**config.mk**
```make
export PLATFORM = sky130hd
export DESIGN_NAME = mem_io_bridge
export DESIGN_NICKNAME = d
export VERILOG_FILES = /design/src/rtl/mem_io_bridge.sv
export SDC_FILE = /design/constraint.sdc
export NUM_CORES = 1
export LEC_CHECK = 0
export ABC_AREA = 1
export ABC_CLOCK_PERIOD_IN_PS = 2500
export CAP_MARGIN = 20
export CORE_UTILIZATION = 48
export CTS_BUF_LIST = sky130_fd_sc_hd__clkbuf_4
export DETAILED_ROUTE_END_ITERATION = 16
export GPL_ROUTABILITY_DRIVEN = 0
export PLACE_DENSITY = 0.84
export SLEW_MARGIN = 20
export SYNTH_ARGS = -nofsm -noshare
export SYNTH_HDL_FRONTEND = slang
export SYNTH_SLANG_ARGS = --single-unit
```
**constraint.sdc**
```tcl
create_clock -name clk -period 2.5 [get_ports clk]
set_clock_uncertainty 0.2 [all_clocks]
set_input_delay 0.5 -clock clk [delete_from_list [all_inputs] [get_ports clk]]
set_output_delay 0.5 -clock clk [all_outputs]
set_load 0.02 [all_outputs]
```
**src/rtl/mem_io_bridge.sv**
```systemverilog
// mem_io_bridge
//   Sits directly after the CPU memory port. Addresses below IO_BASE go to
//   block RAM. Addresses at or above IO_BASE select a small memory-mapped
//   I/O page: LEDs, synchronized switches, a prescaled timer and a TX byte
//   FIFO that drains to a serializer over valid/ready.
//   Read data comes back one cycle after the address for both spaces, which
//   matches the latency of the synchronous BRAM.
//
// Ports
//   clk, reset      system clock, synchronous active-high reset
//   memAddr         CPU address
//   memWrite        CPU store strobe
//   memWriteData    CPU store data
//   memDataInbound  read data to the CPU, one cycle after memAddr
//   ramAddr         BRAM address, passed through from memAddr
//   ramWe           BRAM write enable, asserted for RAM-space stores only
//   ramWriteData    BRAM write data, passed through from memWriteData
//   ramReadData     BRAM synchronous read data
//   switches        asynchronous board switches
//   leds            LED register
//   txData          byte at the head of the TX FIFO
//   txValid         TX FIFO is not empty
//   txReady         serializer takes txData this cycle
module mem_io_bridge #(
    parameter logic [15:0] IO_BASE        = 16'hFF00,
    parameter int          TIMER_PRESCALE = 50000,
    parameter int          TX_DEPTH       = 4
) (
    input  logic        clk,
    input  logic        reset,
    input  logic [15:0] memAddr,
    input  logic        memWrite,
    input  logic [15:0] memWriteData,
    output logic [15:0] memDataInbound,
    output logic [15:0] ramAddr,
    output logic        ramWe,
    output logic [15:0] ramWriteData,
    input  logic [15:0] ramReadData,
    input  logic [15:0] switches,
    output logic [15:0] leds,
    output logic [7:0]  txData,
    output logic        txValid,
    input  logic        txReady
);

    localparam int PTR_W = $clog2(TX_DEPTH);
    localparam int CNT_W = PTR_W + 1;
    localparam int PS_W  = (TIMER_PRESCALE > 1) ? $clog2(TIMER_PRESCALE) : 1;

    localparam logic [PS_W-1:0]  PS_LAST  = PS_W'(TIMER_PRESCALE - 1);
    localparam logic [CNT_W-1:0] CNT_FULL = CNT_W'(TX_DEPTH);

    // Address decode
    logic        isIo;
    logic [15:0] ioOff;
    logic        selLed, selSw, selTimer, selTx;

    assign isIo     = (memAddr >= IO_BASE);
    assign ioOff    = memAddr - IO_BASE;
    assign selLed   = isIo && (ioOff == 16'd0);
    assign selSw    = isIo && (ioOff == 16'd1);
    assign selTimer = isIo && (ioOff == 16'd2);
    assign selTx    = isIo && (ioOff == 16'd3);

    assign ramAddr      = memAddr;
    assign ramWriteData = memWriteData;
    assign ramWe        = memWrite && !isIo;

    // LED register
    always_ff @(posedge clk) begin
        if (reset) begin
            leds <= '0;
        end else if (memWrite && selLed) begin
            leds <= memWriteData;
        end
    end

    // Two-flop switch synchronizer
    logic [15:0] swMeta, swSync;

    always_ff @(posedge clk) begin
        if (reset) begin
            swMeta <= '0;
            swSync <= '0;
        end else begin
            swMeta <= switches;
            swSync <= swMeta;
        end
    end

    // Timer: a CPU write restarts the prescaler and takes precedence over a tick
    logic [PS_W-1:0] prescaler;
    logic [15:0]     timerCount;

    always_ff @(posedge clk) begin
        if (reset) begin
            prescaler  <= '0;
            timerCount <= '0;
        end else if (memWrite && selTimer) begin
            prescaler  <= '0;
            timerCount <= memWriteData;
        end else if (prescaler == PS_LAST) begin
            prescaler  <= '0;
            timerCount <= timerCount + 16'd1;
        end else begin
            prescaler  <= prescaler + PS_W'(1);
        end
    end

    // TX FIFO
    logic [7:0]       txMem [TX_DEPTH];
    logic [PTR_W-1:0] rdPtr, wrPtr;
    logic [CNT_W-1:0] txCount;
    logic             ovf;
    logic             stsRdPend;
    logic             txFull, txEmpty;
    logic             push, pop, pushOk;
    logic [3:0]       txCount4;

    assign txFull   = (txCount == CNT_FULL);
    assign txEmpty  = (txCount == '0);
    assign txValid  = !txEmpty;
    assign txData   = txMem[rdPtr];
    assign push     = memWrite && selTx;
    assign pop      = txValid && txReady;
    // A pop in the same cycle frees the slot, so a push into a full FIFO is kept.
    assign pushOk   = push && (!txFull || pop);
    assign txCount4 = 4'(txCount);

    always_ff @(posedge clk) begin
        if (pushOk) begin
            txMem[wrPtr] <= memWriteData[7:0];
        end
    end

    always_ff @(posedge clk) begin
        if (reset) begin
            rdPtr     <= '0;
            wrPtr     <= '0;
            txCount   <= '0;
            ovf       <= 1'b0;
            stsRdPend <= 1'b0;
        end else begin
            if (pushOk) begin
                wrPtr <= wrPtr + PTR_W'(1);
            end
            if (pop) begin
                rdPtr <= rdPtr + PTR_W'(1);
            end
            txCount <= txCount + CNT_W'(pushOk) - CNT_W'(pop);
            // A status read clears ovf one cycle later, so the read itself still
            // returns ovf=1; a dropped push in that later cycle sets it again.
            if (push && txFull && !pop) begin
                ovf <= 1'b1;
            end else if (stsRdPend) begin
                ovf <= 1'b0;
            end
            stsRdPend <= selTx && !memWrite;
        end
    end

    // I/O read mux; values are taken before any same-cycle write lands
    logic [15:0] ioSel;

    always_comb begin
        ioSel = '0;
        if (selLed) begin
            ioSel = leds;
        end else if (selSw) begin
            ioSel = swSync;
        end else if (selTimer) begin
            ioSel = timerCount;
        end else if (selTx) begin
            ioSel = {8'h00, txCount4, 1'b0, ovf, txEmpty, txFull};
        end
    end

    // Read-return stage, aligned with the BRAM's one-cycle read
    logic        rdIsIo;
    logic [15:0] ioRd;

    always_ff @(posedge clk) begin
        if (reset) begin
            rdIsIo <= 1'b1;
            ioRd   <= '0;
        end else begin
            rdIsIo <= isIo;
            ioRd   <= ioSel;
        end
    end

    assign memDataInbound = rdIsIo ? ioRd : ramReadData;

endmodule
```
# Yosys cells after proc, flatten, opt, wreduce, memory -nomap -nowiden
# Memories as Yosys holds them, arrays and structs flattened. A register that Yosys moved wholly into a read port is not among the register bits.
# Cells that the tools add are included.
totals:
  mem_count: 1
  ramBits: 32
  input_bits: 68
  ff_bits: 106
  wordCells: 63
op_classes:
  mux: 13
  reduce_logical: 24
  n_lt_le_gt_ge: 1
  n_eq_ne: 5
  add_sub_neg: 7
mem_list:
  columns: ["name", "words", "width", "read_ports", "rd_ports_with_merged_regs", "wr", "line", "text"]
  rows:
  - ["txMem", 4, 8, 1, 1, 1, "111", "logic [7:0] txMem [TX_DEPTH];"]
ops:
  columns: ["operator", "count"]
  rows:
  - ["16-bit 2-to-1 mux", 6]
  - ["16-bit by 1-bit adder with 16-bit output (second input constant)", 2]
  - ["16-bit by 2-bit equality test with 1-bit output (second input constant)", 2]
  - ["16-bit by 1-bit equality test with 1-bit output (second input constant)", 1]
  - ["16-bit equality test (second input constant)", 1]
  - ["16-bit >= comparator (second input constant)", 1]
  - ["16-bit zero test", 1]
  - ["16-bit subtractor (second input constant)", 1]
  - ["1-bit logical AND", 13]
  - ["7-bit 2-to-1 mux", 1]
  - ["1-bit zero test", 5]
  - ["2-bit by 1-bit adder with 2-bit output (second input constant)", 2]
  - ["1-bit 2-to-1 mux", 4]
  - ["2-bit 2-to-1 mux", 2]
  - ["2-bit nonzero test", 2]
  - ["3-bit by 1-bit adder with 3-bit output", 1]
  - ["3-bit equality test (second input constant)", 1]
  - ["3-bit zero test", 1]
  - ["3-bit OR reduction", 1]
  - ["3-bit by 1-bit subtractor with 3-bit output", 1]
  - ["1-bit logical OR", 1]

# Logic depth before layout (Yosys ltp)
logic_depth:
  ltp_word: 7
  ltp_mapped: 12
  mapped_depth_nobuf: 12

# Least setup slack after synthesis
# No wires, ideal clock.
synth_timing:
  path_kind: "input-to-reg"
  from: "input port memAddr[5]"
  to: "register txCount[2]"
  path_buffers: 0
  arrival_time_ns: 2.271
  stages: 11
  setup_slack_ns: -0.099
  required_time_ns: 2.172
  cell_sequence: "nor2_2 -> nand3_4 -> nor2_4 -> and2_1 -> nand3_1 -> ha_1 -> inv_1 -> ha_1 -> fa_1 -> xor2_1 -> nor2_1"
synth_between:
  elab_chain_cells: 7
synth_lines:
  columns: ["element", "line", "text"]
  rows:
  - ["start: declaration", "31", "input logic [15:0] memAddr,"]
  - ["16-bit subtractor", "59", "assign ioOff = memAddr - IO_BASE;"]
  - ["16-bit by 2-bit equality test with 1-bit output", "63", "assign selTx = isIo && (ioOff == 16'd3);"]
  - ["1-bit logical AND *", "63", null]
  - ["1-bit logical AND *", "124", "assign push = memWrite && selTx;"]
  - ["1-bit logical AND *", "127", "assign pushOk = push && (!txFull || pop);"]
  - ["3-bit by 1-bit adder with 3-bit output *", "150", "txCount <= txCount + CNT_W'(pushOk) - CNT_W'(pop);"]
  - ["3-bit by 1-bit subtractor with 3-bit output *", "150", null]
  - ["end signal: assignment", "150", null]
  - ["end: declaration", "113", "logic [CNT_W-1:0] txCount;"]
# Every way passes the cells marked *; elsewhere a longest branch is shown, timed or not.
# A chain may end at the register's enable or synchronous reset.

# Final worst setup path
layout_timing:
  from: "input port memAddr[4]"
  to: "register txCount[2]"
# The elaborated chain is that of the path after synthesis.

==> results.cfg <==
[yosys]
synth-edff-count = 32
synth_nets = 893
dominantRegCellSynth = dfxtp_1
synth_warnings = 0
synth_top_area_share = 0.327
synth_area_per_cell_um2 = 8.11
netlist_instances = 816
yosysMostFrequentCell = nand2_1
yosysSeqAreaShare = 0.472
synth_area_leaders = dfxtp_1, edfxtp_1, nand2_1
synth_seq_cells = 140
async_reset_ff_frac = 0
synth_cell_types = 42
synthTopCellsByCount = nand2_1, dfxtp_1, nor2_1
synth_area_um2 = 6620
yosysTopAreaCell = dfxtp_1

[clock_tree]
clk_latency_ns = 0.55
cts_buffers = 17
htreeDepth = 4
cts_num_sinks = 140
cts.reportedPaths.clkPinSlew_ns = 0.14
clockBufferDepth = 2
cts_tree = yes
cts_root_buf = clkbuf_4

[power_and_ir_drop]
ir_worst_vdd_mv = 0.330
cellLeakagePower_nw = 3.47
swShare = 0.317
p_per_area_nw_per_um2 = 553
cell_internal_pwr_mw = 3.24
p_comb_frac = 0.200
power_mw = 4.74
pwr-share-seq = 0.512
switchingPower_mw = 1.50
pwr-share-clk = 0.288

[worst_setup_path]
crit_path_max_incr_delay_ns = 0.46
critPathArrivalTime_ns = 2.67
criticalPathCategory = in2reg
cp.required_ns = 2.73
cp.buffers_inverters = 2
critPathLaunchType = input pin
path_cells = clkdlybuf4s50_1 -> nor2_4 -> nand3_4 -> nor2_4 -> and2_4 -> nand3_4 -> ha_4 -> inv_1 -> ha_2 -> fa_2 -> xor2_1 -> nor2_1
crit_path_top_delay_cell = clkdlybuf4s50_1
critPathTopFamily = adder cells
cp_max_fo = 3
end_kind = register

[timing]
setup_ws_ns = 0.0580
finalSetupViolations = 0
tightest_slew_ns = 0.587
fin_tns_setup_ns = 0
layout_min_cycle_time_ns = 2.44
hold_ws_ns = 0.208
finalCritPeriodShare = 0.977
finalHoldViolCount = 0
maxSlewHeadroom = 0.608
fmax_ghz = 0.410
slew_viol_final = 0

[detailed_routing]
vias = 5901
drt-initial-drc-count = 450
vias_per_cell = 5.08
drc = 0
ant_nets = 0
drt-total-wl_um = 16600
drtPass1Iterations = 6
wire_per_inst_um = 14.3

[finish]
drive_above_1_share = 0.169
areaGrowthSynthToFinish_pct = 29.6
fill_cells = 1131
nets = 1049
final-instance-count-excl-fill = 1162

[floorplanning]
die_h_um = 119
die-area_um2 = 14300
rows = 42
start_util = 0.496
die_w_um = 119
io-pin-count = 142
core_um2 = 13300

[worst_hold_path]
hold_path_class = reg2reg

[placed_design]
pre_cts_ws_ns = -0.594
hpwl_um = 12200
dp.cells = 1121
portBuffers = 141

[outcome]
outcome = completed

[grt]
grt_pass1_wl_um = 26700
grt_max_degree = 57
antenna_found_initial = 1
first_global_vias = 5602
track_usage = 0.239
grt_overflow = 0

[flow_run]
maxCapViolations = 0
-- power groups by stage --
stage / Clock [mW] / Sequential, mW / Combinational (mW)
after detailed placement: 0 / 2.47 / 0.920
after floorplan: 0 / 2.46 / 0.495
final: 1.37 / 2.43 / 0.948
after global placement: 0 / 2.47 / 0.892
after global routing: 1.48 / 2.44 / 1.03
after CTS: 1.38 / 2.43 / 0.927
-- final timing paths --
| check | slack, ns | from | end | cells past startpoint |
|---|---|---|---|---|
| min | 0.21 | swMeta[0] | swSync[0] | 2 |
| max | 0.06 | memAddr[4] | txCount[2] | 12 |
| min reg2reg | 0.21 | swMeta[0] | swSync[0] | 2 |
| max reg2reg | 0.20 | txCount[1] | txCount[1] | 10 |
-- stage by stage --
step	util	area, um^2
final	0.642	8580
after global routing	0.642	8580
after CTS	0.639	8530
after detailed placement	0.619	8260
after global placement	0.619	8260
after floorplan	-	6630
-- layout make-up --
cell class | instances | area (um^2) | area share
timing repair buffer | 195 | 1810 | 0.211
sequential | 140 | 3130 | 0.365
tap | 176 | 220 | 0.0257
multi-input combinational | 522 | 2790 | 0.325
antenna | 1 | 2.50 | 0.000292
clock buffer | 17 | 128 | 0.0149
inverter | 96 | 369 | 0.0430
clock inverter | 15 | 129 | 0.0150
-- registers in the layout (all words and copies together), names as in the netlist, named ones only --
name / count
rdPtr: 2
rdIsIo: 1
ovf: 1
timerCount: 16
leds: 16
wrPtr: 2
prescaler: 16
txCount: 3
ioRd: 16
txMem: 32
swSync: 16
stsRdPend: 1
swMeta: 16
-- layer usage --
metal | global-route usage | vias up | part of all wire
li1 | - | 2917 | -
met1 | 0.280 | 2689 | 0.40
met2 | 0.423 | 257 | 0.50
met3 | 0.0546 | 38 | 0.076
met4 | 0.0953 | 0 | 0.028
met5 | 0 | - | 0
-- what timing repair did --
| item | 4_1_cts | 5_1_grt |
|---|---|---|
| endpoints found under the hold margin | 0 | 0 |
| setup buffers | 7 | 1 |
| endpoints found under the setup margin | 28 | 25 |
| gates resized for setup | 49 | 22 |
| hold buffers | 0 | 0 |
| pin swaps | 2 | 5 |
-- logic make-up (layout without fill, tap and decap cells) --
family,count (synthesis),after routing,share of synthesized area
and+or+nand+nor,368,368,0.260
other,0,1,0
muxes,16,16,0.0272
xor gates and xnor gates,12,12,0.0159
AOI/OAI and AO/OA,117,117,0.0921
adders and majority gates,9,9,0.0182
DFF,140,140,0.472
buffers and inverters,154,323,0.115
-- worst reg2reg max path: stages (launching register included) --
cell	delay, ns
dfxtp_1	0.43
nor2_1	0.08
inv_1	0.09
nor2_2	0.06
nor2_1	0.31
ha_4	0.26
inv_1	0.06
ha_2	0.17
fa_2	0.43
inv_1	0.06
nor2_1	0.03
-- placed cells by master, fill, tap and decap left out, drive strengths merged, types with 2 or more instances in the layout --
master	instances
a21o	2
a21oi	47
buf	61
clkbuf	20
clkdlybuf4s50	110
clkinv	7
dfxtp	108
dlygate4sd2	19
dlymetal6s2s	2
edfxtp	32
ha	8
inv	103
mux2	16
nand2	147
nand3	64
nand4	7
nor2	119
nor3	13
o211ai	2
o21ai	56
o22ai	8
or2	14
xnor2	2
xor2	10
Power figures use the tool's default switching activity.
